<file path="src/rtl/hog_frame_ctrl.sv">
// Frame-level sequencer for the HOG histogram stage: waits for cell BRAM init, streams one frame,
// waits for histogram and normalization completion, then requests BRAM re-initialisation.
module hog_frame_ctrl #(
  parameter int IMAGE_SIZE = 18495,
  parameter int CNT_W      = 15,
  parameter int TIMEOUT    = 65535
) (
  input  logic             aclk,
  input  logic             arest,
  input  logic             start,
  input  logic [7:0]       s_pix_data,
  input  logic             s_pix_valid,
  output logic             s_pix_ready,
  output logic [7:0]       p,
  output logic             p_valid,
  output logic             finish,
  input  logic             hog_ready,
  input  logic             histogram_done,
  output logic             norm_start,
  input  logic             norm_done,
  output logic             write_feature_done,
  output logic             busy,
  output logic             done,
  output logic             error,
  output logic [CNT_W-1:0] pix_cnt,
  output logic [15:0]      frame_cnt
);

  localparam int               WD_W     = $clog2(TIMEOUT + 1);
  localparam logic [WD_W-1:0]  WD_MAX   = WD_W'(TIMEOUT);
  localparam logic [CNT_W-1:0] LAST_PIX = CNT_W'(IMAGE_SIZE);

  typedef enum logic [2:0] {
    S_IDLE, S_WAIT_INIT, S_STREAM, S_DRAIN, S_NORM, S_RELEASE, S_DONE, S_ERROR
  } state_e;

  state_e           st_q, st_d;
  logic [CNT_W-1:0] pix_cnt_q, pix_cnt_d;
  logic [WD_W-1:0]  wd_q, wd_d;
  logic [15:0]      frame_cnt_q, frame_cnt_d;
  logic             error_q, error_d;
  logic             ready_q, ready_d;
  logic [7:0]       p_q, p_d;
  logic             p_valid_q, p_valid_d;
  logic             finish_q, finish_d;
  logic             norm_start_q, norm_start_d;
  logic             wfd_q, wfd_d;
  logic             done_q, done_d;
  logic             beat, last_beat, wd_expired;

  always_comb begin
    // NOTE: every signal written here gets a default first, so no path can infer a latch.
    st_d         = st_q;
    pix_cnt_d    = pix_cnt_q;
    wd_d         = wd_q;
    frame_cnt_d  = frame_cnt_q;
    error_d      = error_q;
    norm_start_d = 1'b0;
    beat         = s_pix_valid & ready_q;
    last_beat    = beat && (pix_cnt_q == LAST_PIX);
    wd_expired   = (wd_q == WD_MAX);

    case (st_q)
      S_IDLE, S_DONE, S_ERROR: begin
        if (start) begin
          st_d      = S_WAIT_INIT;
          pix_cnt_d = '0;
          error_d   = 1'b0;
          wd_d      = '0;
        end
      end
      S_WAIT_INIT: if (hog_ready) st_d = S_STREAM;
      S_STREAM: begin
        if (beat) pix_cnt_d = pix_cnt_q + 1'b1;
        if (last_beat) begin
          st_d = S_DRAIN;
          wd_d = '0;
        end
      end
      // Completion pulses take priority over a watchdog expiry in the same cycle.
      S_DRAIN: begin
        if (histogram_done) begin
          st_d         = S_NORM;
          wd_d         = '0;
          norm_start_d = 1'b1;
        end else if (wd_expired) begin
          st_d    = S_ERROR;
          error_d = 1'b1;
        end else begin
          wd_d = wd_q + 1'b1;
        end
      end
      S_NORM: begin
        if (norm_done) begin
          st_d = S_RELEASE;
        end else if (wd_expired) begin
          st_d    = S_ERROR;
          error_d = 1'b1;
        end else begin
          wd_d = wd_q + 1'b1;
        end
      end
      S_RELEASE: begin
        st_d        = S_DONE;
        frame_cnt_d = frame_cnt_q + 16'd1;
      end
      default: st_d = S_IDLE;
    endcase

    ready_d   = (st_d == S_STREAM);
    p_valid_d = beat;
    p_d       = beat ? s_pix_data : p_q;
    finish_d  = last_beat;
    wfd_d     = (st_d == S_RELEASE);
    done_d    = (st_q == S_RELEASE);
  end

  always_ff @(posedge aclk) begin
    // NOTE: non-blocking assignments keep every flop sampling pre-edge values, independent of order.
    if (arest) begin
      st_q         <= S_IDLE;
      pix_cnt_q    <= '0;
      wd_q         <= '0;
      frame_cnt_q  <= '0;
      error_q      <= 1'b0;
      ready_q      <= 1'b0;
      p_q          <= '0;
      p_valid_q    <= 1'b0;
      finish_q     <= 1'b0;
      norm_start_q <= 1'b0;
      wfd_q        <= 1'b0;
      done_q       <= 1'b0;
    end else begin
      st_q         <= st_d;
      pix_cnt_q    <= pix_cnt_d;
      wd_q         <= wd_d;
      frame_cnt_q  <= frame_cnt_d;
      error_q      <= error_d;
      ready_q      <= ready_d;
      p_q          <= p_d;
      p_valid_q    <= p_valid_d;
      finish_q     <= finish_d;
      norm_start_q <= norm_start_d;
      wfd_q        <= wfd_d;
      done_q       <= done_d;
    end
  end

  assign s_pix_ready        = ready_q;
  assign p                  = p_q;
  assign p_valid            = p_valid_q;
  assign finish             = finish_q;
  assign norm_start         = norm_start_q;
  assign write_feature_done = wfd_q;
  assign done               = done_q;
  assign error              = error_q;
  assign pix_cnt            = pix_cnt_q;
  assign frame_cnt          = frame_cnt_q;
  assign busy               = !(st_q inside {S_IDLE, S_DONE, S_ERROR});

endmodule

</file>
<file path="config.mk">
export PLATFORM = sky130hd
export DESIGN_NAME = hog_frame_ctrl
export DESIGN_NICKNAME = d
export VERILOG_FILES = /design/src/rtl/hog_frame_ctrl.sv
export SDC_FILE = /design/constraint.sdc
export NUM_CORES = 1
export LEC_CHECK = 0
export CAP_MARGIN = 20
export CORE_MARGIN = 2
export CORE_UTILIZATION = 43
export DETAILED_ROUTE_END_ITERATION = 7
export HOLD_SLACK_MARGIN = 0.02
export PLACE_DENSITY = 0.68
export SLEW_MARGIN = 20
export SYNTH_ARGS = -nofsm -noshare
export SYNTH_HDL_FRONTEND = slang
export SYNTH_SLANG_ARGS = --single-unit
</file>
<file path="constraint.sdc">
create_clock -name aclk -period 4 [get_ports aclk]
set_input_delay 0.6 -clock aclk [delete_from_list [all_inputs] [get_ports aclk]]
set_output_delay 0.6 -clock aclk [all_outputs]
set_load 0.05 [all_outputs]
</file>
Word level (Yosys, flattened, before mapping)
Cells that the tools add are included.
- bits in registers: 65
- bits of input ports: 15
- output and inout port bits: 47
- add/subtract/negate cells: 3
- eq/ne operators: 16
- muxes and demuxes: 22
- bitwise operators: 2
- reductions and logical operators: 12
- operators with widths (cell ; count):
    2-to-1 mux 16 bit ; 5
    case mux 16 bit (4 select lines) ; 1
    adder 16 x 1 -> 16 bit, second input constant ; 2
    2-to-1 mux 15 bit ; 2
    case mux 15 bit (2 select lines) ; 1
    2-to-1 mux 3 bit ; 6
    case mux 3 bit (6 select lines) ; 1
    == test 16 bit, second input constant ; 1
    adder 15 x 1 -> 15 bit, second input constant ; 1
    == test 15 bit, second input constant ; 1
    == test 3 bit, second input constant ; 5
    != test 2 bit, second input constant ; 5
    == test 3 x 2 -> 1 bit, second input constant ; 3
    AND reduction 4 bit ; 2
    nonzero test 3 bit ; 2
    2-to-1 mux 1 bit ; 5
    nonzero test 4 bit ; 1
    == test 3 x 1 -> 1 bit, second input constant ; 1
    zero test 3 bit ; 1
    case mux 1 bit (3 select lines) ; 1
    AND reduction 3 bit ; 1
    OR reduction 3 bit ; 1
    nonzero test 2 bit ; 1
    OR reduction 2 bit ; 1
    other kinds (4) ; 4

Logic depth before layout (Yosys ltp)
Gate-level depths: netlist of run 1.
- depth after elaboration: 5
- depth in mapped cells: 9
- depth with buffers taken out: 7

Worst setup path after synthesis of run 1
No wires, ideal clock.
- kind: reg2reg
- start: register pix_cnt_q[0] (netlist: pix_cnt[0])
- end: register wd_q[2]
- setup time: 115 ps
- arrival time: 2162 ps
- slack: 1723 ps
- cell stages (with the launch flop): 9
- buffers on the path: 1
- cell sequence: dfxtp_1 > ha_1 > nand2_1 > nor4b_4 > a31oi_4 > buf_6 > nor4b_2 > xnor2_1 > nor2_2
- word-level cells in the longest chain between the ends: 4
- ends and longest elaborated chain (what ; line ; text):
    from (decl) ; 38 ; logic [CNT_W-1:0] pix_cnt_q, pix_cnt_d;
    from (signal assigned) ; 135 ; pix_cnt_q <= pix_cnt_d;
    == test 15 bit ; 60 ; last_beat = beat && (pix_cnt_q == LAST_PIX);
    logical AND 1 bit ; 60 ;
    != test 2 bit (no line) ; - ;
    AND reduction 4 bit (no line) ; - ;
    to (signal assigned) ; 136 ; wd_q <= wd_d;
    to (decl) ; 39 ; logic [WD_W-1:0] wd_q, wd_d;
Every way passes these cells.
A chain may end at the register's enable or synchronous reset.

Final worst setup path of run 1
- start: register st_q[2]
- end: output port busy
- word-level cells in the longest chain between the ends: 3
- elaborated cells on any way between the ends: 5
- those cells by class: 2 x eq/ne; 3 x reduce/logical
- ends and longest elaborated chain (what ; line ; text):
    from (decl) ; 37 ; state_e st_q, st_d;
    from (signal assigned) ; 134 ; st_q <= st_d;
    == test 3 bit / zero test 3 bit (equally long branches) ; 159 ; assign busy = !(st_q inside {S_IDLE, S_DONE, S_ERROR});
    nonzero test 3 bit * ; 159 ;
    zero test 1 bit * ; 159 ;
    to (decl) ; 22 ; output logic busy,
Mark *: on every way between the ends. The rest lies on a longest branch, timed or not.

==> impl_metrics.json, run 1 <==
{
  "grt_pass1_wl_mm": 11.3,
  "grt_pass1_vias": 2442,
  "synthArstFlopShare": 0,
  "synthTopCellsByCount": "dfxtp_1, nor2_1, nand2_1",
  "path_class": "reg2out",
  "cpLargestDelayFamily": "buffers and inverters",
  "post_cts_resized": 0,
  "synth.avg_cell_area_um2": 9.02,
  "io_buffers": 61,
  "dieArea_um2": 8090,
  "max_cap_viol_count": 0,
  "boundaryPins": 62,
  "synth.most_common_cell": "dfxtp_1",
  "ant_nets": 0,
  "netlist_instances": 352,
  "hold_buffers": 0,
  "pwr_density_cell_nw_per_um2": 352,
  "arrival_ps": 2100,
  "die_w_um": 90.0,
  "area_growth_syn_to_layout_pct": 25.6,
  "synth_edf_count": 0,
  "h-tree-depth": 3,
  "drc": 0,
  "worst_pin_slew_ps": 697,
  "cts.sinks": 65,
  "min_period_ps": 2700,
  "crit_required_ps": 3400,
  "ir_drop_mv": 0.209,
  "drv_slew": 0,
  "path_cells": "nor3_1, a21oi_1, clkdlybuf4s50_1",
  "drt_first_pass_iters": 4,
  "overflow": 0,
  "diodes": 0,
  "die_h_um": 90.0,
  "track_usage": 0.171,
  "wl_per_cell_um": 12.9,
  "cts_tree": "built",
  "routed_wl_mm": 6.61,
  "clock_latency_ps": 340,
  "slew_headroom": 0.535,
  "place_congestion": 0.845,
  "yosysTopAreaCellShare": 0.410,
  "finalSetupViolations": 0,
  "finalCritPeriodShare": 0.674,
  "ys_seq_elements": 65,
  "synth_flop_cell": "dfxtp_1",
  "yosysSeqAreaShare": 0.410,
  "ff2ff_setup_slack_ps": 1540,
  "start_kind": "flip-flop",
  "post-cts-setup-buffers": 0,
  "worstSetupEndpointType": "output pin",
  "ys_types": 56,
  "ff_latch_area_um2": 1300,
  "slowest_stage": "clkdlybuf4s50_1",
  "cellLeakagePower_uw": 0.00125,
  "yosys_warnings": 0,
  "grt_setup_unrepaired": "no",
  "fp.coreArea_um2": 7210,
  "skew_ps": 10.2,
  "cts_max_path_buffers": 2,
  "nFillCells": 671,
  "status": "finished, final reports clean",
  "path_buf_inv": 1,
  "crit_fanout": 15,
  "layout-drive-gt1-share": 0.124,
  "fmaxAchievable_mhz": 371,
  "max_stage_delay_ps": 830,
  "holdCritPathClass": "reg2reg",
  "start_util": 0.440,
  "dpl.hpwl_mm": 4.62,
  "finalHoldViolations": 0,
  "syn_nets": 370,
  "fin_util": 0.553,
  "root_buffer": "clkbuf_8",
  "synth_area_um2": 3180,
  "netlist.top_cell.by_area": "dfxtp_1",
  "rows": 31,
  "multi_input_area_um2": 1740,
  "synth_area_leaders": "dfxtp_1, xnor2_1, nor2_1",
  "grt_max_degree": 35,
  "via_count": 2604,
  "layout.nets": 425,
  "antenna_found_initial": 0,
  "cts_buffers": 9,
  "first_iter_violations": 203,
  "fin_setup_tns_ps": 0,
  "viasPerCell": 5.10,
  "cts.reportedPaths.clkPinSlew_ps": 70
}
[sequential cells by signal, summed over array words and instances, names as in the netlist, 3 cells and up]
name	cells
frame_cnt	16
wd_q	16
pix_cnt	15
p	8
st_q	3
[cells by family (layout without fill, tap and decap cells)]
family                   Yosys count  count (layout)  synth area share
AO/OA/AOI/OAI                     29              29            0.0614
XOR/XNOR                          40              40             0.110
adder cells (fa/ha/maj)            3               3            0.0118
buffers and inverters             22              82            0.0441
flip-flops                        65              65             0.410
multiplexers                       6               6            0.0189
AND/OR/NAND/NOR                  187             187             0.344
[placed cells by master (no fill, tap or decap), types with 6 or more instances in the layout]
master           Yosys  final
nor4_2               7      7
a21oi_1             15     15
xnor2_1             30     30
nand4_1              7      7
clkbuf_8             0      9
nor3_1              19     19
nor2_2               6      6
xor2_1              10     10
nor2_1              52     52
mux2i_1              6      6
nand2_1             37     37
clkdlybuf4s50_1      0     61
nand3_1             15     15
dfxtp_1             65     65
[report_power, final]
part / switching [uW] / internal (uW) / total (uW)
Clock: 264 / 286 / 550
Sequential: 19.2 / 658 / 677
Combinational: 112 / 62.2 / 174
[per-layer routing]
metal,part of all wire,vias up,track usage
met4,0.015,0,0.0564
met2,0.45,76,0.264
li1,-,1322,-
met3,0.064,8,0.0612
met5,0,-,0
met1,0.48,1198,0.223
[worst min-delay path, stage by stage (launching register included)]
cell	delay [ps]
dfxtp_1	320
nand2_1	50
a21oi_1	50
[cell type report]
class	instances	area share
Multi-Input combinational cell	265	0.435
Sequential cell	65	0.326
Timing Repair Buffer	62	0.155
Clock buffer	9	0.0311
Tap cell	99	0.0311
Clock inverter	7	0.0179
Inverter	4	0.00376
[through the flow]
step | cells | area [um2] | worst slack (ps) | hold slack (ps) | total power, uW
2_1_floorplan | 352 | 3180 | 1720 | 499 | 833
3_3_place_gp | 495 | 3790 | 1070 | 452 | 866
3_5_place_dp | 495 | 3790 | 961 | 458 | 867
4_1_cts | 511 | 3990 | 1300 | 469 | 1420
5_1_grt | 511 | 3990 | 1150 | 492 | 1460
6_report | 511 | 3990 | 1300 | 468 | 1400
[worst paths after layout]
path	startpoint	end	depth (start not counted)
hold / removal	p[4]$_SDFFE_PP0P_	p[4]$_SDFFE_PP0P_	2
setup reg to reg	pix_cnt[0]$_SDFFE_PP0P_	wd_q[9]$_SDFFE_PP0P_	7
setup / recovery	st_q[2]$_SDFF_PP0_	busy	3
hold reg to reg	p[4]$_SDFFE_PP0P_	p[4]$_SDFFE_PP0P_	2
(Power assumes the default switching activity.)
==> inputs of run 2 (changes only) <==
==> constraint.sdc (replaced) <==
create_clock -name aclk -period 2.7 [get_ports aclk]
set_input_delay 0.405 -clock aclk [delete_from_list [all_inputs] [get_ports aclk]]
set_output_delay 0.405 -clock aclk [all_outputs]
set_load 0.05 [all_outputs]
==> impl_metrics.json, run 2 (synthesis gave the netlist of run 1 again) <==
{
  "cellLeakagePower_uw": 0.00130,
  "ff_latch_area_um2": 1300,
  "ant_nets": 0,
  "route.met2.wl_mm": 3.23,
  "crit_required_ps": 2300,
  "place_congestion": 0.832,
  "mostFrequentLayoutCells": "dfxtp_1, clkdlybuf4s50_1, nor2_1",
  "die_h_um": 90.0,
  "viasPerCell": 5.08,
  "switching_share": 0.263,
  "overflow": 0,
  "grt_setup_unrepaired": "no",
  "cts.sinks": 65,
  "final_common_cell": "dfxtp_1",
  "layout.nets": 431,
  "rows": 31,
  "start_util": 0.440,
  "wl_per_cell_um": 13.6,
  "multi_input_area_um2": 1740,
  "wl_met1_mm": 3.29,
  "max_cap_viol_count": 0,
  "pwr_density_cell_nw_per_um2": 520,
  "slew_headroom": 0.627,
  "p_comb_frac": 0.131,
  "io_buffers": 61,
  "area_growth_syn_to_layout_pct": 27.4,
  "wl_met3_um": 395,
  "nFillCells": 676,
  "fmaxAchievable_mhz": 399,
  "drt_first_pass_iters": 4,
  "via_count": 2620,
  "skew_ps": 9.79,
  "crit_fanout": 15,
  "fp.coreArea_um2": 7210,
  "fin_ws_ps": 194,
  "fin_setup_tns_ps": 0,
  "min_period_ps": 2510,
  "design_area_um2": 4050,
  "grt_max_degree": 26,
  "cts.reportedPaths.clkPinSlew_ps": 60,
  "grt_pass1_wl_mm": 12.1,
  "arrival_ps": 2100,
  "antenna_found_initial": 0,
  "cts_max_path_buffers": 2,
  "finalCritPeriodShare": 0.928,
  "post-cts-setup-buffers": 0,
  "seq_power_share": 0.477,
  "routed_wl_mm": 6.99,
  "dpl_cell_area_um2": 3850,
  "cts_buffers": 9,
  "worstSetupEndpointType": "output pin",
  "track_usage": 0.183,
  "layout-drive-gt1-share": 0.132,
  "status": "finished, final reports clean",
  "worst_pin_slew_ps": 560,
  "drv_slew": 0,
  "drc": 0,
  "holdCritPathClass": "reg2reg",
  "final_cell_count_no_fill": 516,
  "p_sw_uw": 555,
  "post-place-ws_ps": 183,
  "boundaryPins": 62,
  "finalSetupViolations": 0,
  "hold_buffers": 0,
  "diodes": 0,
  "start_kind": "flip-flop",
  "place_inst": 501,
  "die_w_um": 90.0,
  "root_buffer": "clkbuf_8",
  "finalHoldViolations": 0,
  "dpl.hpwl_mm": 4.94,
  "grt_pass1_vias": 2559,
  "internal_power_uw": 1550,
  "cts_tree": "built",
  "post_cts_resized": 0,
  "first_iter_violations": 183,
  "h-tree-depth": 3,
  "path_class": "reg2out",
  "top_layer_used": "met4",
  "pwr-share-clk": 0.392,
  "clock_latency_ps": 340,
  "ir_drop_mv": 0.284,
  "dieArea_um2": 8090
}
-- run 2: final timing paths --
check	start	end	slack, ps	cells after the start
max	st_q[2]$_SDFF_PP0_	busy	190	3
min	p[7]$_SDFFE_PP0P_	p[7]$_SDFFE_PP0P_	460	2
max reg2reg	pix_cnt[0]$_SDFFE_PP0P_	wd_q[8]$_SDFFE_PP0P_	500	7
min reg2reg	p[7]$_SDFFE_PP0P_	p[7]$_SDFFE_PP0P_	460	2
-- run 2: stage by stage --
step	hold WS [ps]	power (uW)	util
floorplan	499	1230	-
global placement	445	1300	0.534
CTS	464	2130	0.561
detailed placement	451	1300	0.534
finish	462	2100	0.561
global route	487	2190	0.561
-- run 2: cell type report --
cell class                      instances  share of cell area
Clock inverter                          3             0.00989
Multi-Input combinational cell        265               0.429
Timing Repair Buffer                   68               0.167
Clock buffer                           12              0.0383
Sequential cell                        65               0.322
Tap cell                               99              0.0306
Inverter                                4             0.00371
-- run 2: power by group through the flow --
stage / Clock, uW / Combinational, uW / Sequential [uW]
2_1_floorplan: 0 / 193 / 1040
3_3_place_gp: 0 / 272 / 1030
3_5_place_dp: 0 / 276 / 1030
4_1_cts: 853 / 277 / 1000
5_1_grt: 881 / 302 / 1010
6_report: 825 / 275 / 1000
-- run 2: routing by layer --
layer | global-route usage | vias up
met3 | 0.0461 | 5
met4 | 0.0885 | 0
met5 | 0 | -
met2 | 0.295 | 60
met1 | 0.229 | 1219
li1 | - | 1336
-- run 2: critical path: stages, from the launching register on --
cell and delay, ps:
dfxtp_1 670, nor3_1 130, a21oi_1 130, clkdlybuf4s50_1 830
==> inputs of run 3 (changes only) <==
--- a/config.mk
+++ b/config.mk
@@ -6,12 +6,11 @@
 export NUM_CORES = 1
 export LEC_CHECK = 0
 export CAP_MARGIN = 20
-export CORE_MARGIN = 2
+export CORE_MARGIN = 10
 export CORE_UTILIZATION = 43
 export DETAILED_ROUTE_END_ITERATION = 7
 export HOLD_SLACK_MARGIN = 0.02
 export PLACE_DENSITY = 0.68
-export SLEW_MARGIN = 20
 export SYNTH_ARGS = -nofsm -noshare
 export SYNTH_HDL_FRONTEND = slang
 export SYNTH_SLANG_ARGS = --single-unit
==> impl_metrics.json, run 3 (synthesis gave the netlist of run 1 again) <==
{
  "status": "finished, final reports clean",
  "dpl.hpwl_mm": 5.40,
  "viasPerCell": 5.10,
  "path_class": "reg2out",
  "via_count": 2635,
  "ir_drop_mv": 0.326,
  "pwr_density_cell_nw_per_um2": 560,
  "fmaxAchievable_mhz": 394,
  "h-tree-depth": 3,
  "grt_pass1_wl_mm": 12.4,
  "die_h_um": 106,
  "finalCritPeriodShare": 0.939,
  "diodes": 0,
  "post-cts-setup-buffers": 0,
  "nFillCells": 640,
  "place_inst": 501,
  "area_growth_syn_to_layout_pct": 28.9,
  "slew_headroom": 0.624,
  "start_util": 0.440,
  "layout.nets": 431,
  "cellLeakagePower_uw": 0.00132,
  "io_buffers": 61,
  "final_common_cell": "dfxtp_1",
  "drc": 0,
  "grt_max_degree": 24,
  "worst_pin_slew_ps": 564,
  "multi_input_area_um2": 1740,
  "boundaryPins": 62,
  "layout-drive-gt1-share": 0.134,
  "worstSetupEndpointType": "output pin",
  "finalHoldViolations": 0,
  "dieArea_um2": 11200,
  "cts_buffers": 9,
  "track_usage": 0.131,
  "min_period_ps": 2540,
  "ff_latch_area_um2": 1300,
  "drt_first_pass_iters": 5,
  "crit_required_ps": 2300,
  "cts_tree": "built",
  "crit_fanout": 15,
  "root_buffer": "clkbuf_8",
  "final_cell_count_no_fill": 517,
  "wl_per_cell_um": 14.3,
  "fin_setup_tns_ps": 0,
  "fp.coreArea_um2": 7210,
  "antenna_found_initial": 0,
  "first_iter_violations": 118,
  "ant_nets": 0,
  "place_congestion": 0.842,
  "grt_pass1_vias": 2574,
  "max_cap_viol_count": 0,
  "cts.sinks": 65,
  "post_cts_resized": 0,
  "hold_buffers": 0,
  "clock_latency_ps": 340,
  "drv_slew": 0,
  "overflow": 0,
  "cts.reportedPaths.clkPinSlew_ps": 80,
  "cts_max_path_buffers": 2,
  "start_kind": "flip-flop",
  "finalSetupViolations": 0,
  "skew_ps": 8.50,
  "routed_wl_mm": 7.38,
  "die_w_um": 106,
  "holdCritPathClass": "reg2reg",
  "arrival_ps": 2130,
  "mostFrequentLayoutCells": "dfxtp_1, clkdlybuf4s50_1, nor2_1",
  "rows": 31,
  "grt_setup_unrepaired": "no"
}
==> run 3: metal layers <==
| layer | part of all wire | wire, um | up-vias | global-route usage |
|---|---|---|---|---|
| li1 | - | - | 1328 | - |
| met1 | 0.44 | 3220 | 1223 | 0.159 |
| met2 | 0.47 | 3500 | 75 | 0.205 |
| met3 | 0.076 | 563 | 9 | 0.0610 |
| met4 | 0.013 | 96 | 0 | 0.0358 |
| met5 | 0 | 0 | - | 0 |
==> run 3: final timing paths <==
path | from | to | slack [ps] | depth (start not counted)
max | st_q[2]$_SDFF_PP0_ | busy | 160 | 3
min reg2reg | p[4]$_SDFFE_PP0P_ | p[4]$_SDFFE_PP0P_ | 460 | 2
min | p[4]$_SDFFE_PP0P_ | p[4]$_SDFFE_PP0P_ | 460 | 2
max reg2reg | pix_cnt[0]$_SDFFE_PP0P_ | wd_q[8]$_SDFFE_PP0P_ | 490 | 7
==> run 3: stage by stage <==
stage                util  worst slack (ps)  cell area [um2]  total power, uW  hold slack, ps
floorplan               -               423             3180             1230             499
global placement    0.534               229             3850             1300             442
detailed placement  0.534               170             3850             1310             449
CTS                 0.568               140             4100             2320             458
global route        0.568              92.9             4100             2380             479
finish              0.568               164             4100             2290             456
==> run 3: power by group <==
group	internal [uW]	leakage [uW]	total (uW)	switching, uW
registers	975	0.000524	1000	28.4
logic	107	0.000671	281	174
clock network	638	0.000120	1010	371
total	1720	0.00132	2290	574
==> run 3: layout make-up <==
type                       count  share of cell area
multi-input combinational    265               0.424
sequential                    65               0.318
timing repair buffer          68               0.165
clock buffer                  11              0.0345
tap                           99              0.0302
clock inverter                 5              0.0251
inverter                       4             0.00367
==> run 3: worst max-delay path, stage by stage, from the launching register on <==
cell and delay, ps:
dfxtp_1 680, nor3_1 120, a21oi_1 170, clkdlybuf4s50_1 830
